--- src/rtl/sram_req_master_if.sv ---
// sram_if_t: single-port synchronous SRAM link.
// The master drives address, write enable and write data every cycle; the
// slave returns read data one clock after the address was presented.
interface sram_if_t #(
   parameter int unsigned AW = 15,
   parameter int unsigned DW = 32
);
   logic [AW-1:0] addr;
   logic          wen;
   logic [DW-1:0] wdata;
   logic [DW-1:0] rdata;

   modport master (
      output addr,
      output wen,
      output wdata,
      input  rdata
   );

   modport slave (
      input  addr,
      input  wen,
      input  wdata,
      output rdata
   );
endinterface

--- src/rtl/sram_req_master.sv ---
// sram_req_master: initiator side of an sram_if_t link.
// Turns a valid/ready request stream into single-cycle SRAM accesses and
// returns read data, in request order, on a valid/ready response stream.
// Writes are posted. A small response FIFO plus a credit rule absorbs the
// one-cycle SRAM read latency so a stalled consumer never loses data.

// Invariant checker for the response path, kept apart from the datapath.
module sram_req_master_chk #(
   parameter int unsigned RSP_DEPTH = 2,
   parameter int unsigned CW        = 2
) (
   input logic          clk,
   input logic          rst_n,
   input logic          push,
   input logic          pop,
   input logic [CW-1:0] cnt
);
   localparam logic [CW-1:0] CNT_FULL = RSP_DEPTH[CW-1:0];

   // A push into a full FIFO without a simultaneous pop would drop read data.
   a_no_overflow: assert property (@(posedge clk) disable iff (!rst_n)
      !(push && !pop && (cnt == CNT_FULL)))
      else $error("sram_req_master: response FIFO overflow");

   // The occupancy counter must stay within the FIFO capacity.
   a_cnt_range: assert property (@(posedge clk) disable iff (!rst_n)
      (cnt <= CNT_FULL))
      else $error("sram_req_master: response FIFO count out of range");
endmodule

module sram_req_master #(
   parameter int unsigned AW        = 15,
   parameter int unsigned DW        = 32,
   parameter int unsigned RSP_DEPTH = 2
) (
   input  logic          clk,
   input  logic          rst_n,
   input  logic          req_vld,
   output logic          req_rdy,
   input  logic          req_wen,
   input  logic [AW-1:0] req_addr,
   input  logic [DW-1:0] req_wdata,
   output logic          rsp_vld,
   input  logic          rsp_rdy,
   output logic [DW-1:0] rsp_rdata,
   sram_if_t.master      sram_rw
);
   // Pointer width (at least one bit) and counter width covering 0..RSP_DEPTH.
   localparam int unsigned PW      = (RSP_DEPTH > 1) ? $clog2(RSP_DEPTH) : 1;
   localparam int unsigned CW      = $clog2(RSP_DEPTH + 1);
   localparam int unsigned LAST_I  = RSP_DEPTH - 1;
   localparam logic [PW-1:0] PTR_LAST = LAST_I[PW-1:0];
   localparam logic [PW-1:0] PTR_ONE  = PW'(1'b1);
   localparam logic [CW-1:0] CNT_ONE  = CW'(1'b1);
   localparam logic [CW:0]   OCC_CAP  = RSP_DEPTH[CW:0];

   // Circular pointer advance, wrapping at RSP_DEPTH (not a power of two in general).
   function automatic logic [PW-1:0] ptr_inc(input logic [PW-1:0] p);
      logic [PW-1:0] r;
      if (p == PTR_LAST) begin
         r = '0;
      end else begin
         r = p + PTR_ONE;
      end
      return r;
   endfunction

   // State
   logic                          rd_pend_q,   rd_pend_d;
   logic [CW-1:0]                 cnt_q,       cnt_d;
   logic [PW-1:0]                 rd_ptr_q,    rd_ptr_d;
   logic [PW-1:0]                 wr_ptr_q,    wr_ptr_d;
   logic [RSP_DEPTH-1:0][DW-1:0]  fifo_mem_q,  fifo_mem_d;
   logic                          rsp_vld_q,   rsp_vld_d;
   logic [DW-1:0]                 rsp_rdata_q, rsp_rdata_d;

   // Handshake helpers
   logic          acc;
   logic          pop;
   logic          push;
   logic [CW:0]   occ;

   // Credit check: reads in flight plus buffered responses, less the one
   // leaving this cycle, must leave room for one more read.
   always_comb begin
      pop     = rsp_vld_q & rsp_rdy;
      push    = rd_pend_q;
      occ     = {1'b0, cnt_q} + {{CW{1'b0}}, rd_pend_q};
      req_rdy = ((occ - {{CW{1'b0}}, pop}) < OCC_CAP);
      acc     = req_vld & req_rdy;
   end

   // SRAM is driven straight from the request; idle cycles are harmless reads.
   assign sram_rw.addr  = req_addr;
   assign sram_rw.wdata = req_wdata;
   assign sram_rw.wen   = acc & req_wen;

   // Next-state for the read tracker, FIFO storage, pointers and count.
   always_comb begin
      rd_pend_d  = acc & ~req_wen;
      fifo_mem_d = fifo_mem_q;

      if (push) begin
         fifo_mem_d[wr_ptr_q] = sram_rw.rdata;
         wr_ptr_d             = ptr_inc(wr_ptr_q);
      end else begin
         wr_ptr_d = wr_ptr_q;
      end

      if (pop) begin
         rd_ptr_d = ptr_inc(rd_ptr_q);
      end else begin
         rd_ptr_d = rd_ptr_q;
      end

      case ({push, pop})
         2'b10:   cnt_d = cnt_q + CNT_ONE;
         2'b01:   cnt_d = cnt_q - CNT_ONE;
         default: cnt_d = cnt_q;
      endcase
   end

   // Registered response outputs: the head is taken from the post-update
   // storage so a push into an empty FIFO is visible next cycle, and the last
   // value is held once the FIFO drains.
   always_comb begin
      rsp_vld_d = (cnt_d != '0);
      if (cnt_d != '0) begin
         rsp_rdata_d = fifo_mem_d[rd_ptr_d];
      end else begin
         rsp_rdata_d = rsp_rdata_q;
      end
   end

   // State registers; reset drops in-flight reads and buffered responses.
   always_ff @(posedge clk or negedge rst_n) begin
      if (!rst_n) begin
         rd_pend_q   <= 1'b0;
         cnt_q       <= '0;
         rd_ptr_q    <= '0;
         wr_ptr_q    <= '0;
         fifo_mem_q  <= '0;
         rsp_vld_q   <= 1'b0;
         rsp_rdata_q <= '0;
      end else begin
         rd_pend_q   <= rd_pend_d;
         cnt_q       <= cnt_d;
         rd_ptr_q    <= rd_ptr_d;
         wr_ptr_q    <= wr_ptr_d;
         fifo_mem_q  <= fifo_mem_d;
         rsp_vld_q   <= rsp_vld_d;
         rsp_rdata_q <= rsp_rdata_d;
      end
   end

   assign rsp_vld   = rsp_vld_q;
   assign rsp_rdata = rsp_rdata_q;

   sram_req_master_chk #(
      .RSP_DEPTH (RSP_DEPTH),
      .CW        (CW)
   ) u_chk (
      .clk   (clk),
      .rst_n (rst_n),
      .push  (push),
      .pop   (pop),
      .cnt   (cnt_q)
   );
endmodule
--- src/flat_wrapper.sv ---
// flat-port wrapper written by rule: the top's interface ports become plain ports
module sram_req_master_flat 
#(
   parameter int unsigned AW        = 15,
   parameter int unsigned DW        = 32,
   parameter int unsigned RSP_DEPTH = 2
)
  (clk, rst_n, req_vld, req_rdy, req_wen, req_addr, req_wdata, rsp_vld, rsp_rdy, rsp_rdata, sram_rw_addr, sram_rw_wen, sram_rw_wdata, sram_rw_rdata);
  sram_if_t #(.AW(AW), .DW(DW)) sram_rw_i ();
  input  logic clk;
  input  logic rst_n;
  input  logic req_vld;
  output logic req_rdy;
  input  logic req_wen;
  input  logic [AW-1:0] req_addr;
  input  logic [DW-1:0] req_wdata;
  output logic rsp_vld;
  input  logic rsp_rdy;
  output logic [DW-1:0] rsp_rdata;
  output wire logic [$bits(sram_rw_i.addr)-1:0] sram_rw_addr;
  output wire logic [$bits(sram_rw_i.wen)-1:0] sram_rw_wen;
  output wire logic [$bits(sram_rw_i.wdata)-1:0] sram_rw_wdata;
  input wire logic [$bits(sram_rw_i.rdata)-1:0] sram_rw_rdata;
  assign sram_rw_addr = sram_rw_i.addr;
  assign sram_rw_wen = sram_rw_i.wen;
  assign sram_rw_wdata = sram_rw_i.wdata;
  assign sram_rw_i.rdata = sram_rw_rdata;
  sram_req_master #(.AW(AW), .DW(DW), .RSP_DEPTH(RSP_DEPTH)) u_core (.clk(clk), .rst_n(rst_n), .req_vld(req_vld), .req_rdy(req_rdy), .req_wen(req_wen), .req_addr(req_addr), .req_wdata(req_wdata), .rsp_vld(rsp_vld), .rsp_rdy(rsp_rdy), .rsp_rdata(rsp_rdata), .sram_rw(sram_rw_i));
endmodule
--- config.mk ---
export PLATFORM = sky130hd
export DESIGN_NAME = sram_req_master_flat
export DESIGN_NICKNAME = d
export VERILOG_FILES = /design/src/rtl/sram_req_master_if.sv /design/src/rtl/sram_req_master.sv /design/src/flat_wrapper.sv
export SDC_FILE = /design/constraint.sdc
export NUM_CORES = 1
export LEC_CHECK = 0
export BUFFER_PORTS_ARGS = -buffer_cell sky130_fd_sc_hd__buf_2
export CAP_MARGIN = 40
export CORE_UTILIZATION = 54
export CTS_CLUSTER_DIAMETER = 150
export DETAILED_ROUTE_END_ITERATION = 6
export GPL_ROUTABILITY_DRIVEN = 1
export PLACE_DENSITY = 0.83
export SYNTH_ARGS = -nofsm -noshare
export SYNTH_HDL_FRONTEND = slang
export SYNTH_SLANG_ARGS = --single-unit
--- constraint.sdc ---
create_clock -name clk -period 5.2 [get_ports clk]
set_input_delay 0.26 -clock clk [delete_from_list [all_inputs] [get_ports clk]]
set_output_delay 0.26 -clock clk [all_outputs]
set_load 0.01 [all_outputs]
After elaboration in Yosys (flattened, before gate mapping). Index checks and enable logic that the tools add are counted.

Add/subtract/negate cells: 6. $lt $le $gt $ge: 4. Equal/unequal tests: 2. Mux-type cells: 10. Bitwise logic cells: 5. Reduce and logical (&&, ||, !) cells: 2.

Operators with widths (count): 2-to-1 mux 32 bit (3); bitwise mux 64 bit (1); 2-to-1 mux 64 bit (1); demux 32 bit (select 1 bit) (1); AND 1 bit (4); less-than comparator 1 x 2 -> 1 bit, second input constant (2); one-hot mux 2 bit (2 select lines) (1); adder 2 x 1 -> 3 bit (1); less-than comparator 3 x 2 -> 1 bit, second input constant (1); 2-to-1 mux 1 bit (3); subtractor 3 x 1 -> 3 bit (1); adder 1 bit, second input constant (2); adder 2 x 1 -> 2 bit, second input constant (1); == test 2 x 1 -> 1 bit, second input constant (1); == test 2 bit, second input constant (1); nonzero test 2 bit (1); subtractor 2 x 1 -> 2 bit, second input constant (1); >= comparator 1 bit, second input constant (1); logical AND 1 bit (1); NOT 1 bit (1).

Bits in registers: 102.

Logic depth before layout (Yosys ltp). Gate-level depths: netlist of run 1.

Word-level depth: 8. Mapped depth: 8.

Worst setup path before layout of run 1. OpenSTA, ideal clock, no wires.

Path type: reg2out. From: register u_core.rsp_vld_q, in the netlist u_core.rsp_vld. To: output sram_rw_wen. Data arrival time: 1.820 ns. Required time: 4.940 ns. Path slack: 3.120 ns. Stages on the path, launching flop included: 7. Buffers on the path: 0. Cells stage by stage: dfrtp_1 -> nand2_4 -> xor2_1 -> nand2b_1 -> fa_1 -> and2_1 -> and3_1.

Longest elaborated chain between the ends: 5.

RTL lines: start: declaration (line sram_req_master.sv:74) `logic rsp_vld_q, rsp_vld_d;`; start signal: assignment (line sram_req_master.sv:151) `rsp_vld_q <= rsp_vld_d;`; AND 1 bit (line sram_req_master.sv:86) `pop = rsp_vld_q & rsp_rdy;`; subtractor 3 x 1 -> 3 bit (line sram_req_master.sv:89) `req_rdy = ((occ - {{CW{1'b0}}, pop}) < OCC_CAP);`; less-than comparator 3 x 2 -> 1 bit (line sram_req_master.sv:89); via req_rdy (line flat_wrapper.sv:13) `output logic req_rdy;`; AND 1 bit (line sram_req_master.sv:90) `acc = req_vld & req_rdy;`; AND 1 bit (line sram_req_master.sv:96) `assign sram_rw.wen = acc & req_wen;`; end: declaration (line flat_wrapper.sv:21) `output wire logic [$bits(sram_rw_i.wen)-1:0] sram_rw_wen;`.

The timed path passes the listed nets, and every way through them passes these cells.

Worst setup path after layout of run 1.
From: register u_core.rsp_vld_q, in the netlist u_core.rsp_vld. To: output sram_rw_wen.

Longest elaborated chain between the ends: 5.

RTL lines (line): AND 1 bit (sram_req_master.sv:86); subtractor 3 x 1 -> 3 bit (sram_req_master.sv:89); less-than comparator 3 x 2 -> 1 bit (sram_req_master.sv:89); AND 1 bit (sram_req_master.sv:90); AND 1 bit (sram_req_master.sv:96).

No other way between the ends.

==> reports/qor.csv, run 1 <==
metric;value;unit
routed vias;2506;
Int Pwr;2.301;mW
nets;459;
CTS buffer count;9;
post-synth top area cell;dfrtp_1;
crit-path cells;nand2_4, xor2_1, nand2b_1, fa_1, and2_1, and3_1, buf_2;
gr ovfl total;0;
Chip Height;97.07;um
final number of max-transition violations;0;
first-pass GRT wire length;13930;um
CTS Root Cell;clkbuf_8;
syn avg cell area;14.03;um^2
Core Box Area;8721;um^2
Hold WC Path Type;primary input to flop;
die width;97.07;um
status;complete, no violations;
total negative slack;0;ns
pwr dens;686.6;nW/um^2
Clock Skews;0.01307;ns
Seq cells post-synth;102;
dpl hpwl;5280;um
Rows;34;
Period Utilization, post-route;49.27;%
area of the die;9423;um^2
I/O pin count;166;
post-synthesis cell count;348;
# setup viols final;0;
final core occ;58.87;%
layout cells sized above 1;40.37;%
Seq pwr share;39.3;%
Worst path max stage delay;0.42;ns
Setup crit end kind;output port;
RSZ-0062 raised after global routing;no;
Fmax;390.4;MHz
max_cap viols;0;
H-tree depth;3;
DRT iter0 DRCs;68;
register area share after synthesis;52.29;%
vias in the first global route;2856;
initial antenna violation count;0;
slowest CP cell;dfrtp_1;
GPL Wtd Cong;0.6962;
Post-Syn Area;4881;um^2
Sw Ratio;34.73;%
R2R Setup Slk;3.15;ns
DRT Pass-1 Iters;4;
maximum fanout along the worst path;5;
Area Overhead vs Synth;5.178;%
max_slew headroom;52.83;%
largest net degree at the start of global routing;58;
Sink Count;102;
DP Cell Count;470;
critical path class;flop to output port;
ANT cells;0;
Worst VDD drop;0.5298;mV
number of post-CTS setup repair buffers;0;
Synth top area share;52.29;%
yosys warns;0;
clock latency on the worst-skew pair;0.37;ns
DRC;0;
port bufs;71;
synth unique cells;25;
post-route insts no fill;487;
clock tree from TritonCTS;built;
clock share of power;14.9;%
Reg clk slew, reported paths;0.10;ns
Sw Pwr;1.224;mW
WP data arrival;2.30;ns
Starting Density;55.97;%
Fill cells;713;
Final min period;2.562;ns
largest cells by area after synthesis;dfrtp_1 (52%), mux2i_1 (13%), mux2_4 (9.2%);
leakage;2.751;nW
Worst Setup Start Kind;flop;
actual slew at the worst max-slew pin;0.7075;ns
endpoints failing hold;0;
logic gate share of total power;45.8;%
Syn Nets;433;
gr usage total;18.78;%
Routed WL;8173;um
Antenna Violating Nets Remaining;0;
Critical Path RT;4.94;ns
vias per cell;5.146;
DR WL/cell;16.78;um
CTS max path bufs;2;
through the flow:
stage	power, mW	setup slack (ns)	hold slack (ns)	instance area [um^2]
finish	3.525	2.638	0.03976	5134
global route	3.781	2.472	0.04022	5134
CTS	3.576	2.588	0.03088	5134
detailed placement	3.040	3.001	0.2950	4910
global placement	2.944	3.058	0.2870	4882
floorplan	2.729	3.120	-0.03559	4881
routing by layer:
metal / GRT usage, % / share of wire [%] / vias up
met5: 0 / 0 / -
met4: 8.840 / 2.7 / 0
met3: 5.252 / 5.9 / 32
met2: 29.96 / 48 / 63
met1: 23.78 / 43 / 1258
li1: - / - / 1153
layout make-up:
| cell class | instances | area [um^2] | area share (%) |
|---|---|---|---|
| multi-input combinational | 151 | 1687 | 32.85 |
| clock inverter | 6 | 76.32 | 1.487 |
| timing repair buffer | 76 | 417.9 | 8.140 |
| sequential | 102 | 2552 | 49.72 |
| inverter | 34 | 127.6 | 2.486 |
| clock buffer | 10 | 137.6 | 2.681 |
| tap | 108 | 135.1 | 2.632 |
power groups by stage:
stage | registers [mW] | clock network (mW) | logic (mW)
after global placement | 1.38 | 0 | 1.56
final | 1.39 | 0.526 | 1.61
after detailed placement | 1.40 | 0 | 1.64
after CTS | 1.39 | 0.541 | 1.64
after floorplan | 1.42 | 0 | 1.31
after global routing | 1.43 | 0.570 | 1.78
critical path: cells and delay by family (launching register included):
family | cells | cell delay (ns)
buffers and inverters | 1 | 0.13
DFF | 1 | 0.42
xor gates and xnor gates | 1 | 0.35
and+or+nand+nor | 4 | 0.64
adders and majority gates | 1 | 0.40
synthesized netlist by cell type (all sizes together):
cell	n
dfrtp	102
mux2i	65
mux2	64
buf	61
inv	34
nand2	4
nor2	3
xnor2	3
xor2	3
and3	2
nand2b	2
a21oi	1
a22oi	1
and2	1
fa	1
or2	1
flip-flops by register name, indices dropped and copies added, names as in the netlist:
name	count
u_core.push	1
u_core.rd_ptr_q	1
u_core.fifo_mem_q	64
u_core.cnt_q	2
u_core.rsp_vld	1
u_core.rsp_rdata	32
u_core.wr_ptr_q	1
worst paths after layout:
check | to | cells after the start | start
hold reg to reg | u_core.fifo_mem_q[9] | 1 | u_core.fifo_mem_q[9]
hold / removal | u_core.push | 2 | req_wen
min in group asynchronous | u_core.rsp_rdata[29] | 2 | rst_n
setup reg to reg | u_core.rsp_rdata[4] | 5 | u_core.cnt_q[1]
setup / recovery | sram_rw_wen | 7 | u_core.rsp_vld
max in group asynchronous | u_core.wr_ptr_q | 3 | rst_n
timing repair:
action / in CTS / in global routing
resized for setup: 0 / 0
hold buffers: 1 / 0
endpoints found under the hold margin: 45 / 0
cell usage in the layout (no fill, tap or decap):
| master | count |
|---|---|
| dfrtp_1 | 102 |
| buf_2 | 70 |
| mux2i_1 | 64 |
| inv_1 | 34 |
| mux2_4 | 30 |
| mux2_2 | 26 |
| clkbuf_8 | 10 |
| mux2_1 | 8 |
| buf_4 | 4 |
| xnor2_1 | 3 |
| nor2_1 | 3 |
| xor2_1 | 2 |
| and3_1 | 2 |
| nand2_1 | 2 |
| inv_6 | 2 |
| clkinv_4 | 2 |
| nand2_2 | 1 |
| nand2b_4 | 1 |
| nand2_4 | 1 |
| xor2_4 | 1 |
| nand2b_1 | 1 |
| and2_1 | 1 |
| a21oi_1 | 1 |
| or2_1 | 1 |
| mux2i_2 | 1 |
| a22oi_4 | 1 |
| fa_1 | 1 |
| inv_8 | 1 |
| bufinv_16 | 1 |
| dlygate4sd3_1 | 1 |
| buf_16 | 1 |
kinds of logic after synthesis:
family          count (synthesis)  synth area share [%]
flops                         102                 52.29
simple gates                   13                 1.666
fa+ha+maj                       1                0.4102
compound gates                  2                0.5382
mux                           129                 30.48
buf+inv                        95                 13.38
xor+xnor                        6                 1.231
No activity file was read; power rests on OpenSTA's default activity.
==> run 2, diff against run 1 <==
CORE_UTILIZATION = 50   (was 54)
PLACE_DENSITY = 0.78   (was 0.83)
clock period = 2.6 ns   (was 5.2 ns; I/O delays follow)
==> run 2 against run 1 <==
Against the previous run:
- sequential cell count did not move
- die area up 7.8%
- critical path depth did not move
- clock skew is 0.0042 ns lower
- worst hold slack worse by 0.022 ns
- design area is 1.3% higher
- critical path type unchanged
- critical endpoint unchanged
- largest cell class unchanged
- highest routed layer unchanged
==> reports/qor.csv, run 2 (synthesized netlist as in run 1, its figures left out) <==
metric;value;unit
slowest CP cell;dfrtp_1;
final core occ;55.73;%
pwr dens;1351;nW/um^2
Power Total;7.024;mW
Starting Density;52.33;%
Reg clk slew, reported paths;0.10;ns
Fill cells;791;
largest register by flop count;u_core.fifo_mem_q;
first-pass GRT wire length;13140;um
initial antenna violation count;0;
Final min period;2.462;ns
vias in the first global route;2710;
Worst VDD drop;0.5931;mV
critical path class;flop to output port;
Worst path max stage delay;0.42;ns
commonest non-fill, non-tap cells in the layout;dfrtp_1 (102), buf_2 (70), mux2i_1 (64), inv_1 (34), mux2_4 (30);
Rows;35;
final number of max-transition violations;0;
crit-path cells;nand2_4, xor2_1, nand2b_1, fa_1, and2_1, and3_1, buf_2;
actual slew at the worst max-slew pin;1.078;ns
endpoints failing hold;0;
Fmax;406.2;MHz
Largest register FFs;64;
vias per cell;4.896;
maximum fanout along the worst path;5;
total negative slack;0;ns
Sink Count;102;
GPL Wtd Cong;0.6960;
CTS buffer count;9;
ANT cells;0;
DR WL/cell;15.49;um
met1 usage;22.17;%
routed vias;2507;
status;complete, no violations;
Hold WC Path Type;primary input to flop;
Clock Skews;0.008824;ns
I/O pin count;166;
Period Utilization, post-route;94.68;%
port bufs;71;
clock tree from TritonCTS;built;
CTS max path bufs;2;
commonest non-fill, non-tap cell in the layout;dfrtp_1;
max_cap viols;0;
Chip Height;100.8;um
max_slew headroom;28.11;%
clock latency on the worst-skew pair;0.36;ns
die width;100.8;um
Area after DPL;4969;um^2
nets;463;
# setup viols final;0;
gr usage total;17.00;%
most used routing layer;met2;
Critical Path RT;2.47;ns
H-tree depth;3;
DRT iter0 DRCs;67;
leakage;2.763;nW
Routed WL;7933;um
DRT Pass-1 Iters;4;
area of the die;10160;um^2
Worst Setup Start Kind;flop;
largest net degree at the start of global routing;55;
RSZ-0062 raised after global routing;no;
Area Overhead vs Synth;6.511;%
global routing met3 resource utilization;3.953;%
Setup crit end kind;output port;
layout cells sized above 1;40.21;%
DRC;0;
gr ovfl total;0;
Core Box Area;9328;um^2
WP data arrival;2.33;ns
CTS Root Cell;clkbuf_8;
Antenna Violating Nets Remaining;0;
met2 GRT Util;27.19;%
number of post-CTS setup repair buffers;0;
dpl hpwl;5163;um
fin area;5199;um^2
[run 2: changes by cell type in the layout (fill, tap and decap cells not counted), moves of 2 or more]
cell / delta
dlygate4sd3_1: +2
buf_12: +3
clkinvlp_4: +2
inv_6: -2
[run 2: worst paths after layout]
check                                 startpoint                     to  slack [ns]  cells after the start
hold / removal                  sram_rw_rdata[7]  u_core.fifo_mem_q[39]        0.02                      2
min in group asynchronous                  rst_n  u_core.fifo_mem_q[60]        0.33                      2
hold reg to reg            u_core.fifo_mem_q[40]  u_core.fifo_mem_q[40]        0.49                      1
setup / recovery                  u_core.rsp_vld            sram_rw_wen        0.14                      7
setup reg to reg                  u_core.rsp_vld            u_core.push        0.17                      8
max in group asynchronous                  rst_n  u_core.fifo_mem_q[55]        1.54                      3
[run 2: routing by layer]
metal  wire length [um]  vias up  part of all wire (%)
li1                   -     1155                     -
met1               3686     1263                    46
met2               3640       65                    46
met3                430       24                   5.4
met4                176        0                   2.2
met5                  0        -                     0
[run 2: layout make-up]
cell class	instances	area (um^2)	share of cell area (%)
clock buffers	11	141.4	2.720
clock inverters	5	58.81	1.131
inverters	34	127.6	2.455
multi-input cells	151	1687	32.44
flip-flops and latches	102	2552	49.10
well taps	129	161.4	3.105
repair buffers	80	470.5	9.049
[run 2: repair_timing]
item	CTS	global route
hold buffers	3	0
gates resized for setup	0	0
endpoints found under the hold margin	49	0
[run 2: worst max-delay path, delay by kind of cell (launching register included)]
| family | cells | cell delay (ns) |
|---|---|---|
| buf+inv | 1 | 0.13 |
| xor+xnor | 1 | 0.35 |
| flops | 1 | 0.42 |
| fa+ha+maj | 1 | 0.42 |
| simple gates | 4 | 0.66 |
[run 2: power by group]
part	switching (mW)	leakage (nW)	total, mW	internal [mW]
combinational	1.53	1.48	3.27	1.73
sequential	0.323	1.19	2.75	2.43
clock	0.528	0.0955	1.00	0.472
total	2.39	2.76	7.02	4.64
[run 2: through the flow]
step	setup WS, ns	hold WS (ns)	std cells
final	0.1382	0.01743	512
after global routing	0.01574	0.0004378	512
after CTS	0.09892	0.009178	512
after detailed placement	0.3264	0.1848	493
after global placement	0.3622	0.1731	493
after floorplan	0.6503	-0.1656	348
==> run 3, diff against run 2 <==
==> constraint.sdc (replaced) <==
create_clock -name clk -period 2.6 [get_ports clk]
set_input_delay 0.26 -clock clk [delete_from_list [all_inputs] [get_ports clk]]
set_output_delay 0.26 -clock clk [all_outputs]
set_load 0.01 [all_outputs]
==> run 3 against run 2 <==
Against the previous run:
- routed wire length fell by 0.92%
- critical path depth rose by 1
- worst hold slack improved by 0.045 ns
- combinational power barely moved
- clock skew rose by 0.00097 ns
- die area did not move
- design area fell by 0.12%
- non-clock buffer count fell by 2
==> reports/qor.csv, run 3 (synthesized netlist as in run 1, its figures left out) <==
metric;value;unit
Worst VDD drop;0.7948;mV
leakage;2.757;nW
clock share of power;15.0;%
Worst Setup Start Kind;flop;
CTS max path bufs;2;
status;complete, no violations;
DP Cell Count;493;
DRT iter0 DRCs;52;
CTS buffer count;9;
Core Box Area;9328;um^2
ANT cells;0;
initial antenna violation count;0;
Sink Count;102;
maximum fanout along the worst path;5;
DRC;0;
Final min period;2.467;ns
commonest non-fill, non-tap cell in the layout;dfrtp_1;
total negative slack;0;ns
DR WL/cell;15.41;um
commonest non-fill, non-tap cells in the layout;dfrtp_1 (102), buf_2 (70), mux2i_1 (64), inv_1 (34), mux2_4 (30);
Area Overhead vs Synth;6.383;%
Rows;35;
final core occ;55.67;%
Sw Pwr;2.375;mW
DRT Pass-1 Iters;4;
RSZ-0062 raised after global routing;no;
post-route insts no fill;510;
Setup crit end kind;output port;
Antenna Violating Nets Remaining;0;
area of the die;10160;um^2
clock tree from TritonCTS;built;
largest register by flop count;u_core.fifo_mem_q;
largest net degree at the start of global routing;56;
clock latency on the worst-skew pair;0.36;ns
gr usage total;17.16;%
WP data arrival;2.21;ns
gr ovfl total;0;
Power Total;7.112;mW
Clock Skews;0.009796;ns
Hold WC Path Type;primary input to flop;
first-pass GRT wire length;13180;um
Reg clk slew, reported paths;0.08;ns
vias in the first global route;2756;
nets;461;
Starting Density;52.33;%
# setup viols final;0;
Period Utilization, post-route;94.90;%
routed vias;2523;
critical path class;flop to output port;
Largest register FFs;64;
Fill cells;763;
Int Pwr;4.737;mW
Routed WL;7860;um
GPL Wtd Cong;0.7817;
Sw Ratio;33.40;%
CTS Root Cell;clkbuf_8;
max_slew headroom;53.63;%
Critical Path RT;2.34;ns
vias per cell;4.947;
final number of max-transition violations;0;
pwr dens;1370;nW/um^2
Chip Height;100.8;um
dpl hpwl;5215;um
H-tree depth;3;
I/O pin count;166;
die width;100.8;um
port bufs;71;
Seq pwr share;38.9;%
actual slew at the worst max-slew pin;0.6955;ns
Fmax;405.3;MHz
endpoints failing hold;0;
logic gate share of total power;46.0;%
layout cells sized above 1;40.42;%
max_cap viols;0;
## run 3: changes by cell type in the layout (fill, tap and decap cells not counted)
cell           change
xor2_2             +1
buf_4              +1
bufinv_16          +1
buf_12             -1
xor2_1             -1
clkbuf_1           +2
clkinv_4           -1
clkinv_2           -1
and2_4             +1
clkinvlp_4         -1
dlygate4sd3_1      -2
and2_1             -1
## run 3: stage by stage
stage               worst slack [ns]  area (um^2)  hold slack (ns)
global placement              0.4536         4956           0.3070
finish                        0.1325         5192          0.06274
CTS                          0.06345         5190          0.04176
detailed placement            0.3455         4956           0.3122
global route                0.001820         5192          0.04641
floorplan                     0.5203         4881         -0.03559
## run 3: power groups by stage
| stage | Sequential, mW | Clock (mW) | Combinational [mW] |
|---|---|---|---|
| after detailed placement | 2.80 | 0 | 3.31 |
| after floorplan | 2.84 | 0 | 2.61 |
| after CTS | 2.78 | 1.11 | 3.33 |
| final | 2.77 | 1.07 | 3.28 |
| after global placement | 2.75 | 0 | 3.20 |
| after global routing | 2.85 | 1.16 | 3.63 |
## run 3: area by class of cell
cell class	instances	area [um^2]	area share, %
clock buffer	13	148.9	2.867
clock inverter	3	67.56	1.301
timing repair buffer	78	437.9	8.434
sequential	102	2552	49.16
inverter	34	127.6	2.458
multi-input combinational	151	1697	32.67
tap	129	161.4	3.108
## run 3: routing by layer
layer | routed length [um] | track usage, % | vias to the layer above
li1 | - | - | 1156
met3 | 466 | 5.687 | 23
met1 | 3421 | 20.99 | 1280
met2 | 3832 | 28.08 | 64
met5 | 0 | 0 | -
met4 | 140 | 6.912 | 0
## run 3: worst max-delay path, stage by stage, from the launching register on
cell and delay [ns]:
dfrtp_1 0.40, nand2_4 0.11, xor2_2 0.19, nand2b_1 0.18, fa_1 0.39, xnor2_1 0.13
and2_4 0.16, and3_1 0.16, buf_2 0.13
## run 3: final timing paths
kind	start	endpoint	slack, ns	cells after the start
setup / recovery	u_core.rsp_vld	sram_rw_wen	0.13	8
max in group asynchronous	rst_n	u_core.fifo_mem_q[29]	1.42	3
min in group asynchronous	rst_n	u_core.fifo_mem_q[28]	0.45	2
setup reg to reg	u_core.push	u_core.rsp_rdata[18]	0.67	4
hold reg to reg	u_core.fifo_mem_q[43]	u_core.fifo_mem_q[43]	0.49	1
hold / removal	req_wen	u_core.push	0.06	2
## run 3: repair_timing
action | in CTS | in global routing
hold endpoints to repair | 47 | 0
gates resized for setup | 1 | 1
buffers inserted | 0 | 0
pin swaps | 0 | 1
cloned | 0 | 0
hold buffers | 1 | 0
setup endpoints to repair | 1 | 1
